[src/rtl/kme_ib_arbiter.sv]
// kme_ib_arbiter: frame-atomic round-robin arbiter that merges N_REQ AXI-Stream
// requesters onto the single KME inbound stream. A requester is locked from its
// first beat through its tlast beat. The first beat's tuser is checked for SoT.
module kme_ib_arbiter #(
  parameter int N_REQ = 4,
  parameter int DW    = 64,
  parameter int UW    = 8,
  parameter int SW    = 8
) (
  input  logic                 clk,
  input  logic                 rst,
  input  logic [N_REQ-1:0]     req_tvalid,
  input  logic [N_REQ-1:0]     req_tlast,
  input  logic [N_REQ*DW-1:0]  req_tdata,
  input  logic [N_REQ*UW-1:0]  req_tuser,
  input  logic [N_REQ*SW-1:0]  req_tstrb,
  output logic [N_REQ-1:0]     req_tready,
  output logic                 kme_ib_tvalid,
  output logic                 kme_ib_tlast,
  output logic [DW-1:0]        kme_ib_tdata,
  output logic [UW-1:0]        kme_ib_tuser,
  output logic [SW-1:0]        kme_ib_tstrb,
  input  logic                 kme_ib_tready,
  output logic [2:0]           grant_id,
  output logic                 busy,
  output logic [15:0]          frame_cnt,
  output logic                 sot_err
);

  typedef enum logic [0:0] {ST_IDLE = 1'b0, ST_LOCKED = 1'b1} state_e;

  localparam logic [UW-1:0] SOT_USER = UW'(1);

  state_e      state_q, state_d;
  logic [2:0]  rr_ptr_q, rr_ptr_d;
  logic [2:0]  grant_q, grant_d;
  logic        busy_q, busy_d;
  logic [15:0] frame_cnt_q, frame_cnt_d;
  logic        sot_err_q, sot_err_d;
  logic        first_q, first_d;

  logic        pick_found_s;
  logic [2:0]  pick_idx_s;
  logic        sel_tvalid_s;
  logic        sel_tlast_s;
  logic        xfer_s;
  logic        locked_s;

  // Returns vec[idx]; idx values outside the vector read as 0.
  function automatic logic bit_at(input logic [N_REQ-1:0] vec, input logic [2:0] idx);
    logic r;
    r = 1'b0;
    for (int j = 0; j < N_REQ; j++) begin
      r = (idx == 3'(j)) ? vec[j] : r;
    end
    return r;
  endfunction

  // Round-robin search: first valid requester at or after rr_ptr, wrapping.
  always_comb begin
    logic [3:0] cand;
    pick_found_s = 1'b0;
    pick_idx_s   = 3'd0;
    cand         = 4'd0;
    for (int k = 0; k < N_REQ; k++) begin
      cand = {1'b0, rr_ptr_q} + 4'(k);
      if (cand >= 4'(N_REQ)) begin
        cand = cand - 4'(N_REQ);
      end else begin
        cand = cand;
      end
      if (!pick_found_s && bit_at(req_tvalid, cand[2:0])) begin
        pick_found_s = 1'b1;
        pick_idx_s   = cand[2:0];
      end else begin
        pick_found_s = pick_found_s;
      end
    end
  end

  // Steer the locked requester onto the KME stream; nothing passes in IDLE or reset.
  always_comb begin
    locked_s      = (state_q == ST_LOCKED) && !rst;
    sel_tvalid_s  = bit_at(req_tvalid, grant_q);
    sel_tlast_s   = bit_at(req_tlast, grant_q);
    kme_ib_tdata  = '0;
    kme_ib_tuser  = '0;
    kme_ib_tstrb  = '0;
    req_tready    = '0;
    for (int i = 0; i < N_REQ; i++) begin
      if (grant_q == 3'(i)) begin
        kme_ib_tdata  = req_tdata[i*DW +: DW];
        kme_ib_tuser  = req_tuser[i*UW +: UW];
        kme_ib_tstrb  = req_tstrb[i*SW +: SW];
        req_tready[i] = locked_s && kme_ib_tready;
      end else begin
        req_tready[i] = 1'b0;
      end
    end
    kme_ib_tvalid = locked_s && sel_tvalid_s;
    kme_ib_tlast  = sel_tlast_s;
    xfer_s        = kme_ib_tvalid && kme_ib_tready;
  end

  // Next-state logic: lock on a pick, release after the tlast beat transfers.
  always_comb begin
    state_d     = state_q;
    rr_ptr_d    = rr_ptr_q;
    grant_d     = grant_q;
    busy_d      = busy_q;
    frame_cnt_d = frame_cnt_q;
    sot_err_d   = 1'b0;
    first_d     = first_q;
    case (state_q)
      ST_IDLE: begin
        if (pick_found_s) begin
          state_d = ST_LOCKED;
          grant_d = pick_idx_s;
          busy_d  = 1'b1;
          first_d = 1'b1;
        end else begin
          state_d = ST_IDLE;
        end
      end
      ST_LOCKED: begin
        if (xfer_s) begin
          first_d   = 1'b0;
          sot_err_d = first_q && (kme_ib_tuser != SOT_USER);
          if (sel_tlast_s) begin
            state_d  = ST_IDLE;
            rr_ptr_d = (grant_q == 3'(N_REQ - 1)) ? 3'd0 : grant_q + 3'd1;
            grant_d  = 3'd0;
            busy_d   = 1'b0;
            if (frame_cnt_q != 16'hFFFF) begin
              frame_cnt_d = frame_cnt_q + 16'd1;
            end else begin
              frame_cnt_d = frame_cnt_q;
            end
          end else begin
            state_d = ST_LOCKED;
          end
        end else begin
          state_d = ST_LOCKED;
        end
      end
      default: begin
        state_d  = ST_IDLE;
        grant_d  = 3'd0;
        busy_d   = 1'b0;
        first_d  = 1'b0;
      end
    endcase
  end

  // State and counter registers with synchronous reset.
  always_ff @(posedge clk) begin
    if (rst) begin
      state_q     <= ST_IDLE;
      rr_ptr_q    <= 3'd0;
      grant_q     <= 3'd0;
      busy_q      <= 1'b0;
      frame_cnt_q <= 16'd0;
      sot_err_q   <= 1'b0;
      first_q     <= 1'b0;
    end else begin
      state_q     <= state_d;
      rr_ptr_q    <= rr_ptr_d;
      grant_q     <= grant_d;
      busy_q      <= busy_d;
      frame_cnt_q <= frame_cnt_d;
      sot_err_q   <= sot_err_d;
      first_q     <= first_d;
    end
  end

  assign grant_id  = grant_q;
  assign busy      = busy_q;
  assign frame_cnt = frame_cnt_q;
  assign sot_err   = sot_err_q;

endmodule

[config.mk]
export PLATFORM = sky130hd
export DESIGN_NAME = kme_ib_arbiter
export DESIGN_NICKNAME = d
export VERILOG_FILES = /design/src/rtl/kme_ib_arbiter.sv
export SDC_FILE = /design/constraint.sdc
export NUM_CORES = 1
export LEC_CHECK = 0
export BUFFER_PORTS_ARGS = -buffer_cell sky130_fd_sc_hd__buf_2
export CAP_MARGIN = 15
export CORE_AREA = 2 2 168 170
export DETAILED_ROUTE_END_ITERATION = 8
export DIE_AREA = 0 0 170 172
export PLACE_DENSITY = 0.47
export SLEW_MARGIN = 20
export SYNTH_ARGS = -nofsm -noshare
export SYNTH_HDL_FRONTEND = slang
export SYNTH_SLANG_ARGS = --single-unit
[constraint.sdc]
create_clock -name clk -period 2.6 [get_ports clk]
set_input_delay 0.26 -clock clk [delete_from_list [all_inputs] [get_ports clk]]
set_output_delay 0.26 -clock clk [all_outputs]
set_load 0.02 [all_outputs]
==> results.sh, run 1 <==
export IMPL_area_growth_pct=75.5
export IMPL_synth_cell_types=54
export IMPL_synth_area_leaders="o21ai_0 20%, a221o_1 18%, dfxtp_1 13%"
export IMPL_cts_htree_levels=1
export IMPL_critPathCaptureType="output port"
export IMPL_yosys_warnings=0
export IMPL_cp_start_kind="flip-flop"
export IMPL_path_cells="inv_2, ha_4, and2b_4, nor2b_4, buf_4, buf_12, a221o_1, o21ai_0, o21ai_1, buf_2"
export IMPL_min_path_type="reg2reg"
export IMPL_synthesis_nets=955
export IMPL_gp_routability_congestion=0.868
export IMPL_drive_above_1_share=0.491
export IMPL_clock_sinks=26
export IMPL_postRouteAntennaNets=0
export IMPL_port_buffers=437
export IMPL_maxSlewHeadroom=0.637
export IMPL_p_per_area_mw_per_mm2=425
export IMPL_route_detailed_drc=0
export IMPL_ios=438
export IMPL_grt_max_degree=88
export IMPL_crit_family="buffers and inverters"
export IMPL_synth_common_cells="164 x o21ai_0, 95 x nand2_1, 72 x a221o_1"
export IMPL_cts_hold_buffers=0
export IMPL_ys_seq_area_frac=0.130
export IMPL_syn_inst=611
export IMPL_p_total_mw=2.99
export IMPL_first_pass_iters=5
export IMPL_path_clk_slew_ps=70
export IMPL_drt_iter0_drc=481
export IMPL_globalRouteTotalUtil=0.159
export IMPL_synthArstFlopShare=0
export IMPL_syn_avg_cell_area_sq_um=6.57
export IMPL_crit_buf_inv=4
export IMPL_post_route_period_util=0.986
export IMPL_fp_coreArea_sq_mm=0.0275
export IMPL_utilization=0.256
export IMPL_syn_cell_area_sq_mm=0.00401
export IMPL_pwr_share_comb=0.732
export IMPL_drt_wl_total_mm=26.4
export IMPL_grt_first_pass_wirelength_mm=35.9
export IMPL_vdd_drop_max_v=0.000242
export IMPL_antenna_found_initial=7
export IMPL_die_height_um=172
export IMPL_dpl_cell_area_sq_mm=0.00669
export IMPL_start_util=0.146
export IMPL_cp_slowest_cell="dfxtp_4"
export IMPL_dieArea_sq_mm=0.0292
export IMPL_critPathKind="reg2out"
export IMPL_cts_buffers=3
export IMPL_required_ps=2340
export IMPL_yosys_cell_count_top_type="o21ai_0"
export IMPL_fmax_mhz=390
export IMPL_arrival_ps=2300
export IMPL_setup_tns_ps=0
export IMPL_outcome="completed"
export IMPL_setup_violations=0
export IMPL_clock_power_share=0.127
export IMPL_skew_ps=5.55
export IMPL_critPathMaxStageDelay_ps=380
export IMPL_cts_tree="done"
export IMPL_p_leak_nw=3.23
export IMPL_critPathMaxFanout=13
export IMPL_clk_path_buf_depth=2
export IMPL_synth_top_cell_area_share=0.205
export IMPL_rsz0062_at_grt="yes"
export IMPL_stdcell_area_sq_mm=0.00704
export IMPL_hpwl_mm=21.0
export IMPL_clk_latency_ps=260
export IMPL_grt_pass1_vias=5842
export IMPL_worst_hold_slack_ps=478
export IMPL_fin_crit_ps=2560
export IMPL_num_vias=6561
export IMPL_synth_edf_count=0
export IMPL_synth_flop_cell="dfxtp_1"
export IMPL_pwr_share_seq=0.140
export IMPL_globalRouteOverflowTotal=0
export IMPL_worst_pin_slew_ps=544
export IMPL_maxCapViolations=0
export IMPL_rows=61
export IMPL_die_width_um=170
export IMPL_cell_internal_pwr_mw=1.58
export IMPL_netSwitchingFraction=0.471
export IMPL_slew_viol_final=0
export IMPL_p_sw_mw=1.41
export IMPL_hold_violations=0
export IMPL_wl_per_cell_um=19.2
export IMPL_synth_area_leader_cell="o21ai_0"
export IMPL_fin_nets=1370
export IMPL_synth_seq_cells=26
export IMPL_via_per_inst=4.76
export IMPL_root_buffer="clkbuf_16"
-- layout make-up --
class | count | area (sq um)
flip-flops and latches | 26 | 528
clock buffers | 4 | 88.8
inverters | 8 | 30.0
repair buffers | 473 | 2640
fillers | 3147 | 20400
well taps | 346 | 433
diodes | 6 | 15.0
multi-input cells | 514 | 3310
-- cell families after synthesis --
logic type      synth area share
flops                      0.130
xor+xnor                  0.0175
buf+inv                   0.0711
fa+ha+maj                 0.0405
mux                      0.00499
compound gates             0.474
simple gates               0.263
-- routing by layer --
metal / GRT usage / vias to the layer above / part of all wire
li1: - / 3174 / -
met1: 0.209 / 3061 / 0.41
met2: 0.274 / 290 / 0.50
met3: 0.0213 / 34 / 0.059
met4: 0.0420 / 2 / 0.022
met5: 0 / - / 0.00049
-- cell usage in the layout (no fill, tap or decap), types with 6 or more instances in the layout --
cell / instances
dfxtp_1: 24
inv_1: 6
nor3_1: 7
a221o_1: 72
ha_1: 8
o21ai_1: 72
xnor2_1: 7
nand3b_1: 16
diode_2: 6
buf_2: 427
o21ai_0: 92
nor2_1: 19
buf_12: 7
nand3_1: 10
a21oi_1: 29
nand2_1: 95
or3_1: 7
nor4_1: 7
buf_4: 34
-- per-stage QoR --
stage | worst slack [ps] | instances
floorplan | 102 | 611
global placement | 137 | 1356
detailed placement | 125 | 1356
CTS | 4.40 | 1364
global route | -19.6 | 1377
finish | 35.8 | 1377
-- sequential cells by signal (all words and copies together) (netlist names) --
name,count
frame_cnt,16
grant_id,3
rr_ptr_q,3
busy,1
first_q,1
sot_err,1
state_q,1
-- repair_timing --
item,4_1_cts,5_1_grt
setup buffers,2,7
gates resized for setup,6,28
cloned,2,1
pin swaps,1,7
setup endpoints to repair,43,53
-- power by group through the flow --
stage               registers (mW)  clock network (mW)  logic, mW
global route                 0.421               0.408       2.37
CTS                          0.419               0.391       2.14
finish                       0.420               0.381       2.19
detailed placement           0.427                   0       2.04
global placement             0.427                   0       2.05
floorplan                    0.432                   0       1.18
-- worst paths after layout --
check,from,end,slack (ps),cells past startpoint
setup / recovery,grant_id[1]$_SDFFE_PP0P_,kme_ib_tdata[20],40,10
setup reg to reg,grant_id[0]$_SDFFE_PP0P_,frame_cnt[13]$_SDFFE_PP0P_,160,9
hold reg to reg,first_q$_SDFFE_PP0P_,sot_err$_SDFF_PP0_,480,2
hold / removal,first_q$_SDFFE_PP0P_,sot_err$_SDFF_PP0_,480,2
-- worst min-delay path, cell delays in order, from the launching register on --
cell and delay [ps]:
dfxtp_1 310, inv_1 70, a211oi_1 50
(Power assumes the default switching activity.)
==> inputs of run 2 (changes only) <==
--- a/config.mk
+++ b/config.mk
@@ -11,6 +11,7 @@
 export DETAILED_ROUTE_END_ITERATION = 8
 export DIE_AREA = 0 0 170 172
 export PLACE_DENSITY = 0.47
+export RECOVER_POWER = 50
 export SLEW_MARGIN = 20
 export SYNTH_ARGS = -nofsm -noshare
 export SYNTH_HDL_FRONTEND = slang
==> results.sh, run 2 (synthesized netlist as in run 1, its figures left out) <==
export IMPL_rsz0062_at_grt="yes"
export IMPL_r2r_setup_slack_ps=160
export IMPL_critPathMaxFanout=13
export IMPL_ios=438
export IMPL_fp_coreArea_sq_mm=0.0275
export IMPL_grt_max_degree=88
export IMPL_critPathCaptureType="output port"
export IMPL_r2r_end="frame_cnt[13]$_SDFFE_PP0P_"
export IMPL_setup_violations=0
export IMPL_via_per_inst=4.75
export IMPL_postRouteAntennaNets=0
export IMPL_maxSlewHeadroom=0.633
export IMPL_vdd_drop_max_v=0.000243
export IMPL_dieArea_sq_mm=0.0292
export IMPL_arrival_ps=2300
export IMPL_die_height_um=172
export IMPL_filler_cell_count=3158
export IMPL_outcome="completed"
export IMPL_clock_power_share=0.127
export IMPL_path_cells="inv_2, ha_4, and2b_4, nor2b_4, buf_4, buf_12, a221o_1, o21ai_0, o21ai_1, buf_2"
export IMPL_cts_buffers=3
export IMPL_p_total_mw=2.99
export IMPL_final_cell_count_no_fill=1377
export IMPL_rows=61
export IMPL_p_sw_mw=1.41
export IMPL_skew_ps=4.38
export IMPL_die_width_um=170
export IMPL_worst_pin_slew_ps=549
export IMPL_r2r_cells=9
export IMPL_drive_above_1_share=0.469
export IMPL_cp_slowest_cell="dfxtp_4"
export IMPL_pwr_share_comb=0.733
export IMPL_cts_hold_buffers=0
export IMPL_cts_htree_levels=1
export IMPL_start_util=0.146
export IMPL_post_place_cells=1356
export IMPL_globalRouteOverflowTotal=0
export IMPL_num_vias=6541
export IMPL_antenna_found_initial=7
export IMPL_drt_wl_total_mm=26.5
export IMPL_fmax_mhz=390
export IMPL_cp_start_kind="flip-flop"
export IMPL_slew_viol_final=0
export IMPL_min_path_type="reg2reg"
export IMPL_route_detailed_drc=0
export IMPL_p_per_area_mw_per_mm2=427
export IMPL_root_buffer="clkbuf_16"
export IMPL_wl_met1_mm=11.0
export IMPL_cell_internal_pwr_mw=1.58
export IMPL_required_ps=2340
export IMPL_grt_pass1_vias=5842
export IMPL_grt_first_pass_wirelength_mm=35.9
export IMPL_hp_start="first_q$_SDFFE_PP0P_"
export IMPL_wl_per_cell_um=19.2
export IMPL_netSwitchingFraction=0.471
export IMPL_critPathMaxStageDelay_ps=380
export IMPL_globalRouteTotalUtil=0.159
export IMPL_clock_sinks=26
export IMPL_fin_nets=1370
export IMPL_clk_path_buf_depth=2
export IMPL_mostFrequentLayoutCell="buf_2"
export IMPL_crit_path_start="grant_id[1]$_SDFFE_PP0P_"
export IMPL_largest_reg_flops=16
export IMPL_hpwl_mm=21.0
export IMPL_critPathKind="reg2out"
export IMPL_final_cell_mix="405 x buf_2, 95 x nand2_1, 92 x o21ai_0, 72 x a221o_1, 72 x o21ai_1"
export IMPL_first_pass_iters=5
export IMPL_p_leak_nw=3.13
export IMPL_gp_routability_congestion=0.868
export IMPL_whs_path_depth=2
export IMPL_wl_met3_mm=1.55
export IMPL_r2r_start="grant_id[0]$_SDFFE_PP0P_"
export IMPL_port_buffers=437
export IMPL_clk_latency_ps=260
export IMPL_wl_met2_mm=13.3
export IMPL_hold_end="sot_err$_SDFF_PP0_"
export IMPL_post_route_period_util=0.986
export IMPL_path_clk_slew_ps=70
export IMPL_pwr_share_seq=0.140
export IMPL_fin_crit_ps=2560
export IMPL_hold_violations=0
export IMPL_drt_iter0_drc=470
export IMPL_dpl_cell_area_sq_mm=0.00669
export IMPL_cts_tree="done"
export IMPL_top_layer="met5"
export IMPL_stdcell_area_sq_mm=0.00701
export IMPL_area_growth_pct=74.8
export IMPL_maxCapViolations=0
run 2: changes by cell type in the layout (fill, tap and decap cells not counted), sizes merged:
| cell | before | now |
|---|---|---|
| clkbuf | 5 | 27 |
| buf | 472 | 450 |
run 2: layout make-up:
class	count	area (sq um)	area share
clock buffers	4	88.8	0.0127
repair buffers	473	2610	0.372
multi-input cells	514	3310	0.472
inverters	8	30.0	0.00428
well taps	346	433	0.0617
flip-flops and latches	26	528	0.0753
diodes	6	15.0	0.00214
run 2: stage by stage:
step	utilization	hold WS (ps)	TNS (ps)	setup WS (ps)
after global routing	0.255	511	-40.6	-19.6
final	0.255	478	0	36.7
after floorplan	-	416	0	102
after CTS	0.251	493	0	4.40
after global placement	0.243	473	0	137
after detailed placement	0.243	477	0	125
run 2: power groups by stage:
stage	Sequential [mW]	Clock [mW]	Combinational [mW]
6_report	0.420	0.381	2.19
5_1_grt	0.421	0.408	2.37
4_1_cts	0.419	0.391	2.14
3_5_place_dp	0.427	0	2.04
3_3_place_gp	0.427	0	2.05
2_1_floorplan	0.432	0	1.18
run 2: what timing repair did:
action | in CTS | in global routing
buffers inserted | 2 | 7
cloned | 2 | 1
pin swaps | 1 | 7
resized for setup | 6 | 28
setup endpoints to repair | 43 | 53
endpoints found under the hold margin | 0 | 0
run 2: worst max-delay path by stage:
| stage | slack [ps] | cells after the start | endpoint |
|---|---|---|---|
| after floorplan | 100 | 9 | kme_ib_tstrb[0] |
| after global placement | 140 | 8 | frame_cnt[13]$_SDFFE_PP0P_ |
| after detailed placement | 120 | 8 | frame_cnt[11]$_SDFFE_PP0P_ |
| after CTS | 4 | 10 | kme_ib_tdata[51] |
| after global routing | -20 | 10 | kme_ib_tdata[20] |
| final | 40 | 10 | kme_ib_tdata[20] |
run 2: routing by layer:
layer / track usage / vias up
li1: - / 3171
met1: 0.209 / 3055
met2: 0.274 / 279
met3: 0.0213 / 34
met4: 0.0420 / 2
met5: 0 / -
run 2: critical path: cells and delay by family (launching register included):
kind | cells | cell delay [ps]
buffers and inverters | 4 | 570
adder cells (fa/ha/maj) | 1 | 170
AO/OA/AOI/OAI | 3 | 470
flip-flops | 1 | 380
AND/OR/NAND/NOR | 2 | 440
